==> src/rtl/prime_gen_pkg.sv <==
// ---------------------------------------------------------------------------
// prime_gen_pkg
// Shared definitions for the RSA prime-pair candidate generator.
//   state_t      : controller states (ST_PAD is only reached when the design
//                  is built with PRIME_PAIR_CONST_TIME_EN defined)
//   LFSR_TAPS    : Galois tap mask for the 8-bit candidate LFSR
//   CAND_FORCE   : OR mask that makes every candidate odd with its MSB set
//   DEFAULT_SEED : LFSR reset seed, also substituted for a zero seed
//   lfsr_next()  : one Galois LFSR step
// ---------------------------------------------------------------------------
package prime_gen_pkg;

   localparam int LFSR_W = 8;

   typedef enum logic [2:0] {
      ST_IDLE  = 3'd0,
      ST_GEN   = 3'd1,
      ST_CHECK = 3'd2,
      ST_DONE  = 3'd3,
      ST_FAIL  = 3'd4,
      ST_PAD   = 3'd5
   } state_t;

   localparam logic [LFSR_W-1:0] LFSR_TAPS    = 8'hB8;
   localparam logic [LFSR_W-1:0] CAND_FORCE   = 8'h81;
   localparam logic [LFSR_W-1:0] DEFAULT_SEED = 8'hA5;

   // Right-shifting Galois step: the bit shifted out selects the tap mask.
   function automatic logic [LFSR_W-1:0] lfsr_next(input logic [LFSR_W-1:0] s);
      return (s >> 1) ^ (s[0] ? LFSR_TAPS : '0);
   endfunction

endpackage

==> src/rtl/prime_lfsr.sv <==
// ---------------------------------------------------------------------------
// prime_lfsr
// 8-bit Galois LFSR that supplies raw candidate bits.
//   clk      in  : clock, rising edge
//   rst      in  : synchronous active-high reset, returns the state to SEED
//   step     in  : advance the LFSR by one step on this edge
//   load     in  : load load_val on this edge (wins over step)
//   load_val in  : seed value; zero is replaced by SEED because the all-zero
//                  state is a lock-up state of the LFSR
//   state    out : current LFSR state
// ---------------------------------------------------------------------------
module prime_lfsr
   import prime_gen_pkg::*;
#(
   parameter int                 WIDTH = LFSR_W,
   parameter logic [WIDTH-1:0]   SEED  = DEFAULT_SEED
) (
   input  logic             clk,
   input  logic             rst,
   input  logic             step,
   input  logic             load,
   input  logic [WIDTH-1:0] load_val,
   output logic [WIDTH-1:0] state
);

   logic [WIDTH-1:0] state_reg;
   logic [WIDTH-1:0] state_next;

   always_comb begin
      state_next = state_reg;
      if (load) begin
         state_next = (load_val == '0) ? SEED : load_val;
      end else if (step) begin
         state_next = lfsr_next(state_reg);
      end
   end

   always_ff @(posedge clk) begin
      if (rst) begin
         state_reg <= SEED;
      end else begin
         state_reg <= state_next;
      end
   end

   assign state = state_reg;

endmodule

==> src/rtl/prime_pair_gen.sv <==
// ---------------------------------------------------------------------------
// prime_pair_gen
// Draws odd 8-bit candidates from an LFSR, presents them to an external
// combinational primality checker and latches the first two distinct primes
// as RSA factors p and q. Gives up after MAX_TRIES checks.
//
// Build option: PRIME_PAIR_CONST_TIME_EN
//   When defined, the search always runs the full MAX_TRIES checks; after
//   the pair is found the remaining tries go through the PAD state, which
//   advances the LFSR/candidate like GEN while the results are discarded.
//   done then appears in the same cycle fail would, hiding the search time.
//
// Ports:
//   clk       in  : clock, rising edge
//   rst       in  : synchronous active-high reset (aborts a run silently)
//   start     in  : begin a search (only honoured in IDLE)
//   seed_load in  : in IDLE, load seed into the LFSR (wins over start)
//   seed      in  : LFSR seed, zero means use SEED
//   cand      out : registered candidate, drives the checker's num input
//   is_prime  in  : checker result, combinational from cand
//   busy      out : search in progress
//   done      out : one-cycle pulse, p and q valid
//   fail      out : one-cycle pulse, tries exhausted without a pair
//   p, q      out : found primes, held until the next start or rst
//   tries     out : checks completed in the current run
// ---------------------------------------------------------------------------
module prime_pair_gen
   import prime_gen_pkg::*;
#(
   parameter int               WIDTH     = LFSR_W,
   parameter logic [WIDTH-1:0] SEED      = DEFAULT_SEED,
   parameter int               MAX_TRIES = 255
) (
   input  logic                             clk,
   input  logic                             rst,
   input  logic                             start,
   input  logic                             seed_load,
   input  logic [WIDTH-1:0]                 seed,
   output logic [WIDTH-1:0]                 cand,
   input  logic                             is_prime,
   output logic                             busy,
   output logic                             done,
   output logic                             fail,
   output logic [WIDTH-1:0]                 p,
   output logic [WIDTH-1:0]                 q,
   output logic [$clog2(MAX_TRIES+1)-1:0]   tries
);

   localparam int TW = $clog2(MAX_TRIES + 1);
   // One bit wider than the counter so the compare is free of overflow.
   localparam logic [TW:0] MAX_T = (TW+1)'(MAX_TRIES);

   state_t           state_reg, state_next;
   logic [WIDTH-1:0] cand_reg,  cand_next;
   logic [WIDTH-1:0] p_reg,     p_next;
   logic [WIDTH-1:0] q_reg,     q_next;
   logic [TW-1:0]    tries_reg, tries_next;
   logic             have_p_reg, have_p_next;
`ifdef PRIME_PAIR_CONST_TIME_EN
   // Pair already captured; further checks are padding only.
   logic             have_q_reg, have_q_next;
`endif

   logic [WIDTH-1:0] lfsr_state;
   logic             lfsr_step;
   logic             lfsr_load;
   logic [TW:0]      tries_inc;
   logic             last_try;
   logic             pair_found;

   prime_lfsr #(
      .WIDTH (WIDTH),
      .SEED  (SEED)
   ) u_lfsr (
      .clk      (clk),
      .rst      (rst),
      .step     (lfsr_step),
      .load     (lfsr_load),
      .load_val (seed),
      .state    (lfsr_state)
   );

   assign tries_inc = {1'b0, tries_reg} + (TW+1)'(1);
   // The check happening in this cycle is the final one allowed.
   assign last_try  = (tries_inc == MAX_T);

   always_comb begin
      state_next  = state_reg;
      cand_next   = cand_reg;
      p_next      = p_reg;
      q_next      = q_reg;
      tries_next  = tries_reg;
      have_p_next = have_p_reg;
`ifdef PRIME_PAIR_CONST_TIME_EN
      have_q_next = have_q_reg;
`endif
      lfsr_step   = 1'b0;
      lfsr_load   = 1'b0;
      pair_found  = 1'b0;

      case (state_reg)
         ST_IDLE: begin
            if (seed_load) begin
               lfsr_load = 1'b1;
            end else if (start) begin
               p_next      = '0;
               q_next      = '0;
               tries_next  = '0;
               have_p_next = 1'b0;
`ifdef PRIME_PAIR_CONST_TIME_EN
               have_q_next = 1'b0;
`endif
               state_next  = ST_GEN;
            end
         end

         ST_GEN: begin
            lfsr_step  = 1'b1;
            cand_next  = lfsr_next(lfsr_state) | CAND_FORCE;
            state_next = ST_CHECK;
         end

         ST_CHECK: begin
            tries_next = tries_inc[TW-1:0];
`ifdef PRIME_PAIR_CONST_TIME_EN
            if (have_q_reg) begin
               // Padding check: result ignored, p/q frozen.
               state_next = last_try ? ST_DONE : ST_PAD;
            end else
`endif
            begin
               if (is_prime) begin
                  if (!have_p_reg) begin
                     p_next      = cand_reg;
                     have_p_next = 1'b1;
                  end else if (cand_reg != p_reg) begin
                     q_next     = cand_reg;
                     pair_found = 1'b1;
                  end
               end

               // A pair completing on the last try beats FAIL.
               if (pair_found) begin
`ifdef PRIME_PAIR_CONST_TIME_EN
                  have_q_next = 1'b1;
                  state_next  = last_try ? ST_DONE : ST_PAD;
`else
                  state_next  = ST_DONE;
`endif
               end else if (last_try) begin
                  state_next = ST_FAIL;
               end else begin
                  state_next = ST_GEN;
               end
            end
         end

`ifdef PRIME_PAIR_CONST_TIME_EN
         ST_PAD: begin
            lfsr_step  = 1'b1;
            cand_next  = lfsr_next(lfsr_state) | CAND_FORCE;
            state_next = ST_CHECK;
         end
`endif

         ST_DONE: state_next = ST_IDLE;
         ST_FAIL: state_next = ST_IDLE;
         default: state_next = ST_IDLE;
      endcase
   end

   always_ff @(posedge clk) begin
      if (rst) begin
         state_reg  <= ST_IDLE;
         cand_reg   <= '0;
         p_reg      <= '0;
         q_reg      <= '0;
         tries_reg  <= '0;
         have_p_reg <= 1'b0;
`ifdef PRIME_PAIR_CONST_TIME_EN
         have_q_reg <= 1'b0;
`endif
      end else begin
         state_reg  <= state_next;
         cand_reg   <= cand_next;
         p_reg      <= p_next;
         q_reg      <= q_next;
         tries_reg  <= tries_next;
         have_p_reg <= have_p_next;
`ifdef PRIME_PAIR_CONST_TIME_EN
         have_q_reg <= have_q_next;
`endif
      end
   end

   // Status is decoded from the state register, so busy drops in the same
   // cycle done/fail rises and everything is low straight out of reset.
`ifdef PRIME_PAIR_CONST_TIME_EN
   assign busy = (state_reg == ST_GEN) || (state_reg == ST_CHECK) ||
                 (state_reg == ST_PAD);
`else
   assign busy = (state_reg == ST_GEN) || (state_reg == ST_CHECK);
`endif
   assign done  = (state_reg == ST_DONE);
   assign fail  = (state_reg == ST_FAIL);
   assign cand  = cand_reg;
   assign p     = p_reg;
   assign q     = q_reg;
   assign tries = tries_reg;

endmodule

==> config.mk <==
export PLATFORM = sky130hd
export DESIGN_NAME = prime_pair_gen
export DESIGN_NICKNAME = d
export VERILOG_FILES = /design/src/rtl/prime_gen_pkg.sv /design/src/rtl/prime_lfsr.sv /design/src/rtl/prime_pair_gen.sv
export SDC_FILE = /design/constraint.sdc
export NUM_CORES = 1
export LEC_CHECK = 0
export BUFFER_PORTS_ARGS = -buffer_cell sky130_fd_sc_hd__buf_2
export CORE_MARGIN = 10
export CORE_UTILIZATION = 50
export DETAILED_ROUTE_END_ITERATION = 12
export PLACE_DENSITY = 0.75
export SLEW_MARGIN = 10
export SYNTH_ARGS = -nofsm -noshare
export SYNTH_HDL_FRONTEND = slang
export SYNTH_SLANG_ARGS = --single-unit
==> constraint.sdc <==
create_clock -name clk -period 2 [get_ports clk]
set_input_delay 0.1 -clock clk [delete_from_list [all_inputs] [get_ports clk]]
set_output_delay 0.1 -clock clk [all_outputs]
set_load 0.02 [all_outputs]
Word-level counts from Yosys, hierarchy flattened
Cells that the tools add are included.
Widths: inputs -> output; s select.
Cells by class
  multipliers: 0
  add/subtract/negate cells: 1
  shift-type cells: 0
  multiplexer cells: 30
  reductions and logical operators: 10
  $lt $le $gt $ge: 0
  bitwise operators: 1
  div/mod/pow operators: 0
  eq/ne operators: 12
Operator list (number)
  $mux 8: 11
  $pmux 8 s2: 3
  $mux 3: 4
  $ne 2x2->1 const B: 6
  $mux 1: 10
  $add 8x1->9 const B: 1
  $eq 9x8->1 const B: 1
  $pmux 3 s3: 1
  $logic_not 8->1: 1
  $ne 8x8->1: 1
  $xor 7x8->8: 1
  $eq 3x2->1 const B: 2
  $reduce_and 6->1: 1
  $reduce_and 5->1: 1
  $reduce_and 4->1: 1
  $reduce_bool 2->1: 2
  $eq 3x1->1 const B: 1
  $eq 3x3->1 const B: 1
  $logic_not 3->1: 1
  $reduce_and 3->1: 1
  $pmux 1 s2: 1
  $reduce_and 2->1: 1
  $logic_or 1x1->1: 1
Word-level totals
  memories: 0
  register bits: 44
  bits in writable memories: 0
  ROM bits: 0
  bits in latches: 0
  output and inout port bits: 35

Logic depth before layout (Yosys ltp)
Gate-level depths: netlist of the first run.
  depth in word-level cells: 7
  mapped depth: 5
  gate-level depth less buffers: 5

By module
From an unflattened synthesis of the first run, not the netlist that was laid out.
Second synthesis, totals
  cell total of the unflattened synthesis: 216
  area, all modules: 1963.1 um^2
Modules (own cells, without submodules)
  prime_pair_gen: times used 1, sequential area each 660.6 um^2, cells each 166, area each 1524.0 um^2
  prime_lfsr: times used 1, sequential area each 160.2 um^2, cells each 50, area each 439.2 um^2

Worst setup path after synthesis of the first run
Ideal clock, no wire load.
  path kind: reg-to-reg
  from: reg state_reg[2]
  to: reg q_reg[2], in the netlist q[2]
  path buffers: 0
  path slack: 0.199 ns
  stages on the path, launching flop included: 5
  data required time: 1.912 ns
  arrival: 1.713 ns
  cells stage by stage: dfxtp_1 -> or3b_4 -> or4_1 -> o21a_4 -> o32ai_2
On the way
  word-level cells in the longest chain between the ends: 3
  elaborated cells on any way between the ends: 10
  those cells by class: 6 x eq/ne; 1 x mux; 3 x reduce/logical
Ends and longest elaborated chain
  from (decl): line prime_pair_gen.sv:53  | state_t state_reg, state_next;
  from (signal assigned): line prime_pair_gen.sv:184  | state_reg <= state_next;
  $eq 3x2->1 or $logic_not 3->1 (tied branches): line prime_pair_gen.sv:101  | case (state_reg)
  $ne 2x2->1 (no source line) or $reduce_bool 2->1 (tied branches)
  $reduce_and 6->1 (no source line)
  to (signal assigned): line prime_pair_gen.sv:187  | q_reg <= q_next;
  to (decl): line prime_pair_gen.sv:56  | logic [WIDTH-1:0] q_reg, q_next;
Several ways; a longest one is shown, not always the timed one.
A chain may end at the register's enable or synchronous reset.

Final worst setup path of the first run
  from: reg state_reg[1]
  to: reg q_reg[6], in the netlist q[6]
Same word-level chain as after synthesis.

==> run_results.csv, run 1 <==
group,metric,value,unit
floorplan,core,3740,um2
clock_tree,cts_tree,"built",
floorplan,die_area,6890,um2
finish,fillerInstances,359,
sta,worst_pin_slew,0.541,ns
yosys,synth_top_family_by_area,"compound AO/OA/AOI/OAI gates",
clock_tree,post-cts-setup-buffers,0,
setup_path,end_kind,"flip-flop",
clock_tree,clk_pin_slew,0.08,ns
detailed_routing,wirelength,4890,um
global_route,antenna_found_initial,0,
yosys,ys_top_cells_by_area,"dfxtp_1 (41%), o32ai_2 (5.7%), a21oi_1 (5.3%)",
clock_tree,cts_made_buffers,5,
yosys,synth_top_area_frac,0.414,
global_route,grt_pass1_wl,8000,um
power_and_ir_drop,vdd_drop_max,0.419,mV
clock_tree,cts_max_path_buffers,2,
finish,area_growth,20.4,%
yosys,syn_avg_cell_area,8.86,um2
yosys,synthSimpleGateAreaFrac,0.206,
sta,max_freq,0.540,GHz
yosys,yosys.area.top_type,"dfxtp_1",
yosys,netlist_area,1980,um2
detailed_routing,drt_iter0_drc,131,
placed_design,place_hpwl,3640,um
detailed_routing,via_per_inst,5.51,
clock_tree,cts_resized,0,
setup_path,cp_data_required_time,2.21,ns
detailed_routing,final_antenna_net_count,0,
sta,slew_headroom,0.639,
global_route,grt_pass1_vias,1640,
global_route,overflow,0,
detailed_routing,drtPass1Iterations,4,
floorplan,dieWidth,83,um
yosys,ys_seq_area_frac,0.414,
sta,finalCritPeriodShare,0.927,
yosys,ys.warnings.count,0,
finish,nets,287,
clock_tree,htree_num_levels,2,
detailed_routing,wire_per_inst,15.2,um
yosys,syn_nets,239,
sta,final-max-slew-violation-count,0,
yosys,synth.mux.area_fraction,0.00504,
sta,final.min_clock_period,1.85,ns
setup_path,cp_slowest_cell,"or4_1",
global_route,grt_use_total,0.139,
status,status,"completed",
yosys,synth_seq_cells,41,
run,cap_violations,0,
setup_path,cpPeakStageDelay,0.56,ns
sta,rsz0062_at_grt,"no",
yosys,synthAdderAreaFrac,0.0126,
setup_path,cp.arrival,2.06,ns
global_route,grt_max_degree,23,
yosys,netlist_instances,224,
finish,drive_above_1_share,0.275,
min_path,hold_path.class,"in2reg",
detailed_routing,vias,1768,
detailed_routing,route.detailed.drc,0,
finish,fin_area,2390,um2
power_and_ir_drop,cellLeakagePower,0.994,nW
floorplan,pin_count,48,
setup_path,worst-path-max-fanout,7,
setup_path,critPathKind,"reg2reg",
sta,setup_violations,0,
placed_design,dp_cells,313,
sta,finalSetupTns,0,ns
yosys,synth_compound_area_frac,0.247,
floorplan,initial_core_util,0.530,
placed_design,portBuffers,47,
floorplan,rows,22,
clock_tree,clock_latency,0.30,ns
power_and_ir_drop,p_per_area,743,nW/um2
floorplan,die_y,83,um
placed_design,gp_congestion,0.826,
yosys,synthDistinctLibCells,43,
clock_tree,cts_sinks,41,
sta,final.setup_skew,0.00122,ns
clock_tree,cts_hold_buf,0,
setup_path,critPathLaunchType,"flip-flop",
setup_path,crit_chain,"or3b_4 -> or4_1 -> o21a_4 -> o32ai_2",
sta,hold_viol_final,0,
placed_design,place_area,2270,um2
finish,insertedDiodeCount,0,
yosys,synthXorXnorAreaFrac,0.0530,
clock_tree,clockRootBuffer,"clkbuf_8",
finish,fin_cells,321,
stage by stage:
step / total power [W] / utilization / hold WS (ns) / setup slack (ns)
after floorplan: 0.00103 / - / 0.216 / 0.199
after global placement: 0.00110 / 0.607 / 0.326 / 0.229
after global routing: 0.00185 / 0.638 / 0.0605 / 0.107
after CTS: 0.00178 / 0.638 / 0.0444 / 0.152
after detailed placement: 0.00110 / 0.607 / 0.354 / 0.181
final: 0.00178 / 0.638 / 0.0440 / 0.147
per-layer routing:
layer	share of wire	track usage
met1	0.44	0.162
met2	0.48	0.223
met3	0.069	0.0576
met4	0.0098	0.0462
met5	0	0
layout make-up:
class | count | area [um2] | share of cell area
Clock buffer | 7 | 86.3 | 0.0361
Clock inverter | 1 | 30.0 | 0.0126
Inverter | 17 | 63.8 | 0.0267
Multi-Input combinational cell | 153 | 1040 | 0.435
Sequential cell | 41 | 821 | 0.344
Tap cell | 48 | 60.1 | 0.0251
Timing Repair Buffer | 54 | 288 | 0.120
path summary, 6_finish.rpt:
check                           cells after the start         endpoint  slack (ns)            start
worst min register to register                      2  u_lfsr.state[2]        0.47  u_lfsr.state[2]
worst max-delay path                                4             q[6]        0.15     state_reg[1]
worst min-delay path                                3  u_lfsr.state[5]        0.04          seed[5]
worst max register to register                      4             q[6]        0.15     state_reg[1]
critical path: cells and delay by family, from the launching register on:
family	cells	cell delay, ns
flip-flops	1	0.34
AND/OR/NAND/NOR	2	0.97
AO/OA/AOI/OAI	2	0.46
Yosys cell counts, drive strengths merged:
master and instances:
o2bb2ai 2, ha 2, nor2 15, or3 1, nor2b 4, xor2 3, buf 3, a21oi 21
dfxtp 41, a2bb2oi 1, a311oi 3, o32ai 7, o22a 1, and3b 1, or4 3, o22ai 4
and2 2, xnor2 9, and4 1, nand2 15, o221a 2, nand2b 8, o211ai 3, a31oi 1
nand3 9, o21a 3, nor3 1, o2111ai 1, or3b 2, nand3b 1, inv 17, o21ai 11
nor4bb 1, clkbuf 10, a211oi 1, mux2i 1, nand4 2, and3 4, a22o 3, nor3b 3
nor4b 1
cells in the final DEF, fill, tap and decap left out, types with 2 or more instances in the layout:
| master | instances |
|---|---|
| a21oi_1 | 21 |
| a22o_1 | 3 |
| a311oi_1 | 3 |
| and2_1 | 2 |
| and3_1 | 4 |
| buf_2 | 47 |
| buf_4 | 7 |
| clkbuf_8 | 6 |
| dfxtp_1 | 41 |
| ha_1 | 2 |
| inv_1 | 17 |
| nand2_1 | 15 |
| nand2b_1 | 8 |
| nand3_1 | 9 |
| nand4_1 | 2 |
| nor2_1 | 15 |
| nor2b_1 | 4 |
| nor3b_1 | 3 |
| o211ai_1 | 3 |
| o21a_1 | 2 |
| o21ai_0 | 11 |
| o221a_2 | 2 |
| o22ai_1 | 4 |
| o2bb2ai_1 | 2 |
| o32ai_2 | 7 |
| or4_1 | 3 |
| xnor2_1 | 9 |
| xor2_1 | 3 |
report_power, final:
part | internal (W) | switching [W] | leakage, nW
clock network | 0.000407 | 0.000285 | 0.0585
logic | 0.0000854 | 0.000130 | 0.603
registers | 0.000843 | 0.0000256 | 0.333
total | 0.00133 | 0.000440 | 0.994
cells by family after synthesis:
logic type	count (synthesis)
buffers and inverters	30
XOR/XNOR	12
AO/OA/AOI/OAI	64
adder cells (fa/ha/maj)	2
multiplexers	1
flip-flops	41
AND/OR/NAND/NOR	74
Power figures use the tool's default switching activity.
==> inputs of run 2 (changes only) <==
--- a/config.mk
+++ b/config.mk
@@ -9,7 +9,9 @@
 export CORE_MARGIN = 10
 export CORE_UTILIZATION = 50
 export DETAILED_ROUTE_END_ITERATION = 12
+export MAX_ROUTING_LAYER = met4
 export PLACE_DENSITY = 0.75
+export SETUP_SLACK_MARGIN = 0.3
 export SLEW_MARGIN = 10
 export SYNTH_ARGS = -nofsm -noshare
 export SYNTH_HDL_FRONTEND = slang
==> run 2 against run 1 <==
Against the previous run:
- worst hold slack improved by 0.0045 ns
- final area up 1.2%
- count of clock-buffer cells in the layout decreased by 1
- highest routed layer unchanged
==> run_results.csv, run 2 (synthesized netlist as in run 1, its figures left out) <==
group,metric,value,unit
sta,hold_ws,0.0485,ns
global_route,grt_pass1_wl,8560,um
finish,final_common_cell,"buf_2",
power_and_ir_drop,comb_power_share,0.137,
detailed_routing,final_antenna_net_count,0,
sta,rsz0062_at_grt,"yes",
sta,final-max-slew-violation-count,0,
min_path,hold_path.class,"in2reg",
setup_path,cp.arrival,1.63,ns
detailed_routing,top_layer,"met4",
detailed_routing,wirelength,5130,um
sta,hold_viol_final,0,
status,status,"completed",
power_and_ir_drop,clkPwrFrac,0.325,
clock_tree,clockRootBuffer,"clkbuf_8",
finish,area_growth,21.8,%
power_and_ir_drop,p_seq_frac,0.538,
detailed_routing,drt_iter0_drc,141,
sta,max_freq,0.577,GHz
global_route,overflow,0,
sta,finalCritPeriodShare,0.867,
global_route,antenna_found_initial,0,
clock_tree,cts_max_path_buffers,2,
floorplan,rows,22,
detailed_routing,route.detailed.drc,0,
floorplan,initial_core_util,0.530,
placed_design,portBuffers,47,
detailed_routing,wire_per_inst,15.9,um
clock_tree,clk_pin_slew,0.08,ns
sta,fin_ws,0.266,ns
floorplan,dieWidth,83,um
sta,final.min_clock_period,1.73,ns
setup_path,r2r_setup_slack,0.27,ns
detailed_routing,drtPass1Iterations,5,
setup_path,cp_data_required_time,1.90,ns
clock_tree,cts_tree,"built",
placed_design,gp_congestion,0.801,
sta,final.setup_skew,0.00864,ns
detailed_routing,route.met2.wl,2360,um
power_and_ir_drop,intPower,0.00117,W
finish,insertedDiodeCount,0,
placed_design,preCtsSetupSlack,0.212,ns
clock_tree,htree_num_levels,2,
setup_path,worst-path-max-fanout,14,
clock_tree,cts_made_buffers,5,
sta,worst_pin_slew,0.489,ns
power_and_ir_drop,p_per_area,669,nW/um2
finish,final_cell_mix,"buf_2 (47), dfxtp_1 (38), a21oi_1 (21), inv_1 (17), nand2_1 (15)",
global_route,grt_use_total,0.149,
placed_design,place_area,2260,um2
power_and_ir_drop,power.net_switching,0.000447,W
detailed_routing,route.met3.wl,333,um
floorplan,die_area,6890,um2
power_and_ir_drop,cellLeakagePower,1.00,nW
clock_tree,cts_sinks,41,
global_route,grt_max_degree,21,
setup_path,critPathKind,"reg2out",
finish,drive_above_1_share,0.298,
setup_path,critPathLaunchType,"flip-flop",
global_route,grt_pass1_vias,1794,
detailed_routing,vias,1826,
floorplan,pin_count,48,
placed_design,place_hpwl,3610,um
detailed_routing,via_per_inst,5.65,
floorplan,die_y,83,um
finish,fin_area,2420,um2
run,cap_violations,0,
clock_tree,clock_latency,0.30,ns
power_and_ir_drop,vdd_drop_max,0.594,mV
sta,slew_headroom,0.673,
finish,nets,289,
sta,finalSetupTns,0,ns
sta,setup_violations,0,
floorplan,core,3740,um2
detailed_routing,drt-met1-wl,2370,um
setup_path,end_kind,"output pin",
power_and_ir_drop,switching_share,0.277,
run 2: repair_timing:
| item | in CTS | in global routing |
|---|---|---|
| resized for setup | 4 | 3 |
| pin swaps | 2 | 1 |
| buffers inserted | 2 | 2 |
| hold buffers | 0 | 0 |
| setup endpoints to repair | 9 | 20 |
run 2: metal layers:
layer,vias up,GRT usage
met4,0,0.0415
met3,7,0.0488
li1,899,-
met5,-,-
met2,50,0.232
met1,870,0.179
run 2: cell type report:
type	count	area, um2
clock buffer	6	72.6
clock inverter	2	10.0
fill	346	1330
inverter	17	63.8
multi-input combinational	153	1070
sequential	41	830
tap	48	60.1
timing repair buffer	56	315
run 2: critical path: stages (launching register included):
cell and delay [ns]:
dfxtp_2 0.32, buf_4 0.17, or3b_2 0.58, nand2_1 0.11, buf_2 0.17
run 2: power groups by stage:
stage / combinational [W] / clock (W) / sequential (W)
CTS: 0.000218 / 0.000528 / 0.000869
global placement: 0.000211 / 0 / 0.000889
floorplan: 0.000143 / 0 / 0.000893
finish: 0.000222 / 0.000526 / 0.000870
detailed placement: 0.000213 / 0 / 0.000890
global route: 0.000245 / 0.000563 / 0.000874
run 2: final timing paths:
kind | startpoint | to | cells after the start
max | state_reg[1] | busy | 4
max reg2reg | state_reg[2] | q[6] | 4
min | seed[3] | u_lfsr.state[3] | 3
min reg2reg | u_lfsr.state[3] | cand[2] | 2
run 2: stage by stage:
step,util,instances,power (W)
3_5_place_dp,0.605,311,0.00110
4_1_cts,0.635,321,0.00162
5_1_grt,0.646,323,0.00168
3_3_place_gp,0.605,311,0.00110
2_1_floorplan,-,224,0.00104
6_report,0.646,323,0.00162
